**config.mk**
```make
export PLATFORM = sky130hd
export DESIGN_NAME = alu_arbiter
export DESIGN_NICKNAME = d
export VERILOG_FILES = /design/src/rtl/alu_arbiter.sv
export SDC_FILE = /design/constraint.sdc
export NUM_CORES = 1
export LEC_CHECK = 0
export ABC_AREA = 1
export BUFFER_PORTS_ARGS = -buffer_cell sky130_fd_sc_hd__buf_2
export CAP_MARGIN = 20
export CORE_AREA = 2 2 120 122
export DETAILED_ROUTE_END_ITERATION = 8
export DIE_AREA = 0 0 122 124
export HOLD_SLACK_MARGIN = 0.06
export PLACE_DENSITY_LB_ADDON = 0.2
export SETUP_SLACK_MARGIN = 0.5
export SYNTH_ARGS = -nofsm -noshare
export SYNTH_HDL_FRONTEND = slang
export SYNTH_SLANG_ARGS = --single-unit
```
**constraint.sdc**
```tcl
create_clock -name clk -period 2.19 [get_ports clk]
set_clock_uncertainty 0.15 [all_clocks]
set_input_delay 0.438 -clock clk [delete_from_list [all_inputs] [get_ports clk]]
set_output_delay 0.438 -clock clk [all_outputs]
set_load 0.01 [all_outputs]
```
**src/rtl/alu_arbiter.sv**
```systemverilog
// alu_arbiter: round-robin share of one external ALU between two valid/ready requesters (req0/req1 in, resp0/resp1 out via one-entry buffers, alu_* to the ALU)
module alu_arbiter #(
  parameter int DWIDTH    = 32,
  parameter int SEL_WIDTH = 4
) (
  input  logic                 clk,
  input  logic                 rst,
  input  logic                 req0_valid,
  output logic                 req0_ready,
  input  logic [DWIDTH-1:0]    req0_rs1,
  input  logic [DWIDTH-1:0]    req0_rs2,
  input  logic [SEL_WIDTH-1:0] req0_sel,
  output logic                 resp0_valid,
  input  logic                 resp0_ready,
  output logic [DWIDTH-1:0]    resp0_data,
  input  logic                 req1_valid,
  output logic                 req1_ready,
  input  logic [DWIDTH-1:0]    req1_rs1,
  input  logic [DWIDTH-1:0]    req1_rs2,
  input  logic [SEL_WIDTH-1:0] req1_sel,
  output logic                 resp1_valid,
  input  logic                 resp1_ready,
  output logic [DWIDTH-1:0]    resp1_data,
  output logic [DWIDTH-1:0]    alu_rs1,
  output logic [DWIDTH-1:0]    alu_rs2,
  output logic [SEL_WIDTH-1:0] alu_sel,
  input  logic [DWIDTH-1:0]    alu_out
);
  logic              last_grant_q, last_grant_d;
  logic              resp0_valid_q, resp0_valid_d, resp1_valid_q, resp1_valid_d;
  logic [DWIDTH-1:0] resp0_data_q, resp0_data_d, resp1_data_q, resp1_data_d;
  logic              elig0, elig1, grant0, grant1;
  always_comb begin
    elig0         = !rst && req0_valid && (!resp0_valid_q || resp0_ready);
    elig1         = !rst && req1_valid && (!resp1_valid_q || resp1_ready);
    grant0        = elig0 && (!elig1 || last_grant_q);
    grant1        = elig1 && !grant0;
    last_grant_d  = grant0 ? 1'b0 : grant1 ? 1'b1 : last_grant_q;
    resp0_valid_d = grant0 || (resp0_valid_q && !resp0_ready);
    resp1_valid_d = grant1 || (resp1_valid_q && !resp1_ready);
    resp0_data_d  = grant0 ? alu_out : resp0_data_q;
    resp1_data_d  = grant1 ? alu_out : resp1_data_q;
    alu_rs1       = grant0 ? req0_rs1 : grant1 ? req1_rs1 : '0;
    alu_rs2       = grant0 ? req0_rs2 : grant1 ? req1_rs2 : '0;
    alu_sel       = grant0 ? req0_sel : grant1 ? req1_sel : '0;
    req0_ready    = grant0;
    req1_ready    = grant1;
    resp0_valid   = resp0_valid_q;
    resp1_valid   = resp1_valid_q;
    resp0_data    = resp0_data_q;
    resp1_data    = resp1_data_q;
  end
  always_ff @(posedge clk) begin
    if (rst) begin
      last_grant_q  <= 1'b1;
      resp0_valid_q <= 1'b0;
      resp1_valid_q <= 1'b0;
      resp0_data_q  <= '0;
      resp1_data_q  <= '0;
    end else begin
      last_grant_q  <= last_grant_d;
      resp0_valid_q <= resp0_valid_d;
      resp1_valid_q <= resp1_valid_d;
      resp0_data_q  <= resp0_data_d;
      resp1_data_q  <= resp1_data_d;
    end
  end
endmodule
```
==> qor.yml <==
run_status:
  status: "finished, violations left"
  violations: "negative setup slack"
synthesis:
  synth-simple-area-share: 0.442
  synthArstFlopShare: 0
  synth-compound-area-share: 0.0517
  synthesis.nets: 729
  yosys-top-cells-area: "dfxtp_1 40%, nand2_1 27%, nand3_1 9.6%"
  synth_cells: 555
  ys_top_cells_by_count: "243 x nand2_1, 67 x dfxtp_1, 66 x nor2_1, 65 x nand3_1, 36 x inv_1"
  yosys_register_bits: 67
  synth.distinct_cells: 17
  ys.flop_type: "dfxtp_1"
  yosysTopAreaCellShare: 0.396
  synthMuxAreaShare: 0
  synth-edff-count: 0
  synth_xor_xnor_area_share: 0
  synth_top_family_by_area: "simple AND/OR/NAND/NOR gates"
  synth_area_leader_cell: "dfxtp_1"
  synth_area_sq_mm: 0.00339
  synth-warning-count: 0
  ys_seq_area_frac: 0.396
  synthAdderAreaFrac: 0
  yosysMostFrequentCell: "nand2_1"
  syn_avg_cell_area_sq_um: 6.10
die:
  die_h_um: 124
  dieArea_sq_mm: 0.0151
  die_w_um: 122
  ios: 310
  core_sq_mm: 0.0137
  start_util: 0.247
  placementRows: 43
sta:
  setup_viol: 8
  clock.fmax_ghz: 0.453
  period_share: 1.01
  worst_pin_slew_ns: 0.699
  slew_headroom: 0.534
  postLayoutSetupSlackWorst_ns: -0.0162
  hold_viol: 0
  slew_viol_final: 0
  rsz0062_at_grt: "true"
  finalHoldWorstSlack_ns: 0.215
  layout_min_cycle_time_ns: 2.21
global_route:
  grt_pass1_vias: 4049
  gr-usage-all-layers: 0.174
  grt_pass1_wl_um: 20500
  gr-total-overflow: 0
  antenna_found_initial: 3
  grt_max_degree: 100
setup_path:
  cp.buffers_inverters: 4
  worst_path_largest_cell_delay_ns: 0.32
  rrSetupSlack_ns: 0.52
  worstSetupPathType: "register to output pin"
  start_kind: "register"
  cp.required_ns: 1.60
  crit_slowest_cell: "dfxtp_2"
  cp-end-kind: "output pin"
  critPathArrivalTime_ns: 1.62
  cp_cell_sequence: "inv_2 > nor2_4 > nor2_4 > a21oi_4 > buf_4 > clkbuf_16 > nand2_2 > nand2_2 > buf_2"
  worstPathMaxFanout: 10
  cp_top_family: "buffers and inverters"
clocking:
  cts_made_buffers: 9
  cts_tree: "built"
  cts_sinks: 67
  htreeDepth: 3
  root_buffer: "clkbuf_16"
  ctsHoldBuffers: 0
  clk_path_buf_depth: 2
  cts.clk_slew.worst_paths_ns: 0.05
  insertion_delay_ns: 0.32
placement:
  gp_congestion: 0.831
  dp.cells: 1020
  port-buffer-count: 309
  pre_cts_ws_ns: 0.0124
  hpwlAfterDp_um: 11000
drt:
  dr.first_iter.drc_count: 174
  drc: 0
  vias_per_cell: 4.31
  vias: 4525
  wl_per_cell_um: 14.5
  dr.pass1.iters: 4
  ant_nets: 0
  totalWireLength_um: 15200
power:
  irDropWorstVdd_mv: 0.400
  power_leakage_nw: 3.54
  p_per_area_mw_per_mm2: 607
hold_path:
  hp-class: "input port to register"
finish:
  final_nets: 1039
  fill_cells: 1432
  post_layout_nonfiller_instances: 1050
  drive_gt1_frac: 0.551
  area_delta_synth_final_pct: 85.6
run:
  drv_cap: 0
routing by layer:
metal	track usage	vias to the layer above	wire length, um
met5	0	-	0
met1	0.188	1992	5830
met2	0.316	176	7740
met4	0.0690	0	424
met3	0.0545	31	1210
li1	-	2326	-
final cells by class:
type                    instances  area, sq um  share of cell area
clock buffers                  11          253              0.0402
inverters                      39          169              0.0269
flip-flops and latches         67         1340               0.214
repair buffers                337         2180               0.347
well taps                     180          225              0.0358
clock inverters                 2         37.5             0.00597
diodes                          3         7.51             0.00119
multi-input cells             411         2070               0.329
state kept, by name, summed over array words and instances (netlist names):
name,flops
resp1_valid,1
last_grant_q,1
resp1_data,32
resp0_valid,1
resp0_data,32
worst reg2reg max path: cells and delay by family (launching register included):
kind | cells | cell delay [ns]
buf+inv | 5 | 0.65
flops | 1 | 0.32
simple gates | 4 | 0.32
compound gates | 1 | 0.16
logic make-up after synthesis:
kind of cell / after synthesis
flops: 67
simple gates: 376
buf+inv: 77
compound gates: 35
final timing paths:
check,from,end,cells after the start
worst max-delay path,resp0_valid,alu_rs2[28],9
worst min-delay path,alu_out[2],resp0_data[2],3
worst max register to register,resp0_valid,resp1_data[9],10
worst min register to register,resp1_data[3],resp1_data[3],2
report_power, final:
part	total, mW	switching [mW]	leakage (nW)	internal (mW)
combinational	1.04	0.547	2.84	0.497
sequential	1.36	0.0446	0.553	1.31
clock	1.41	0.490	0.140	0.923
total	3.82	1.08	3.54	2.73
cells in the final DEF (no fill, tap or decap), drive strengths merged:
| cell | instances |
|---|---|
| inv | 38 |
| diode | 3 |
| clkinv | 1 |
| nand3 | 65 |
| dfxtp | 67 |
| nand2 | 244 |
| clkinvlp | 1 |
| bufinv | 1 |
| o21ai | 33 |
| nor2 | 67 |
| clkbuf | 16 |
| buf | 332 |
| a21oi | 2 |
metrics by stage:
step                       util  TNS, ns  power (mW)  cell area (sq um)
after detailed placement  0.393        0        2.28               5390
after global routing      0.458    -5.09        4.02               6280
final                     0.458  -0.0548        3.82               6280
after floorplan               -        0        1.86               3720
after global placement    0.393        0        2.27               5390
after CTS                 0.424   -0.683        3.74               5810
what timing repair did:
item,4_1_cts,5_1_grt
buffers inserted,5,2
gates cloned,2,5
pin swaps,0,8
gates resized for setup,10,70
endpoints found under the setup margin,70,101
endpoints found under the hold margin,0,0
No activity file was read; power rests on OpenSTA's default activity.
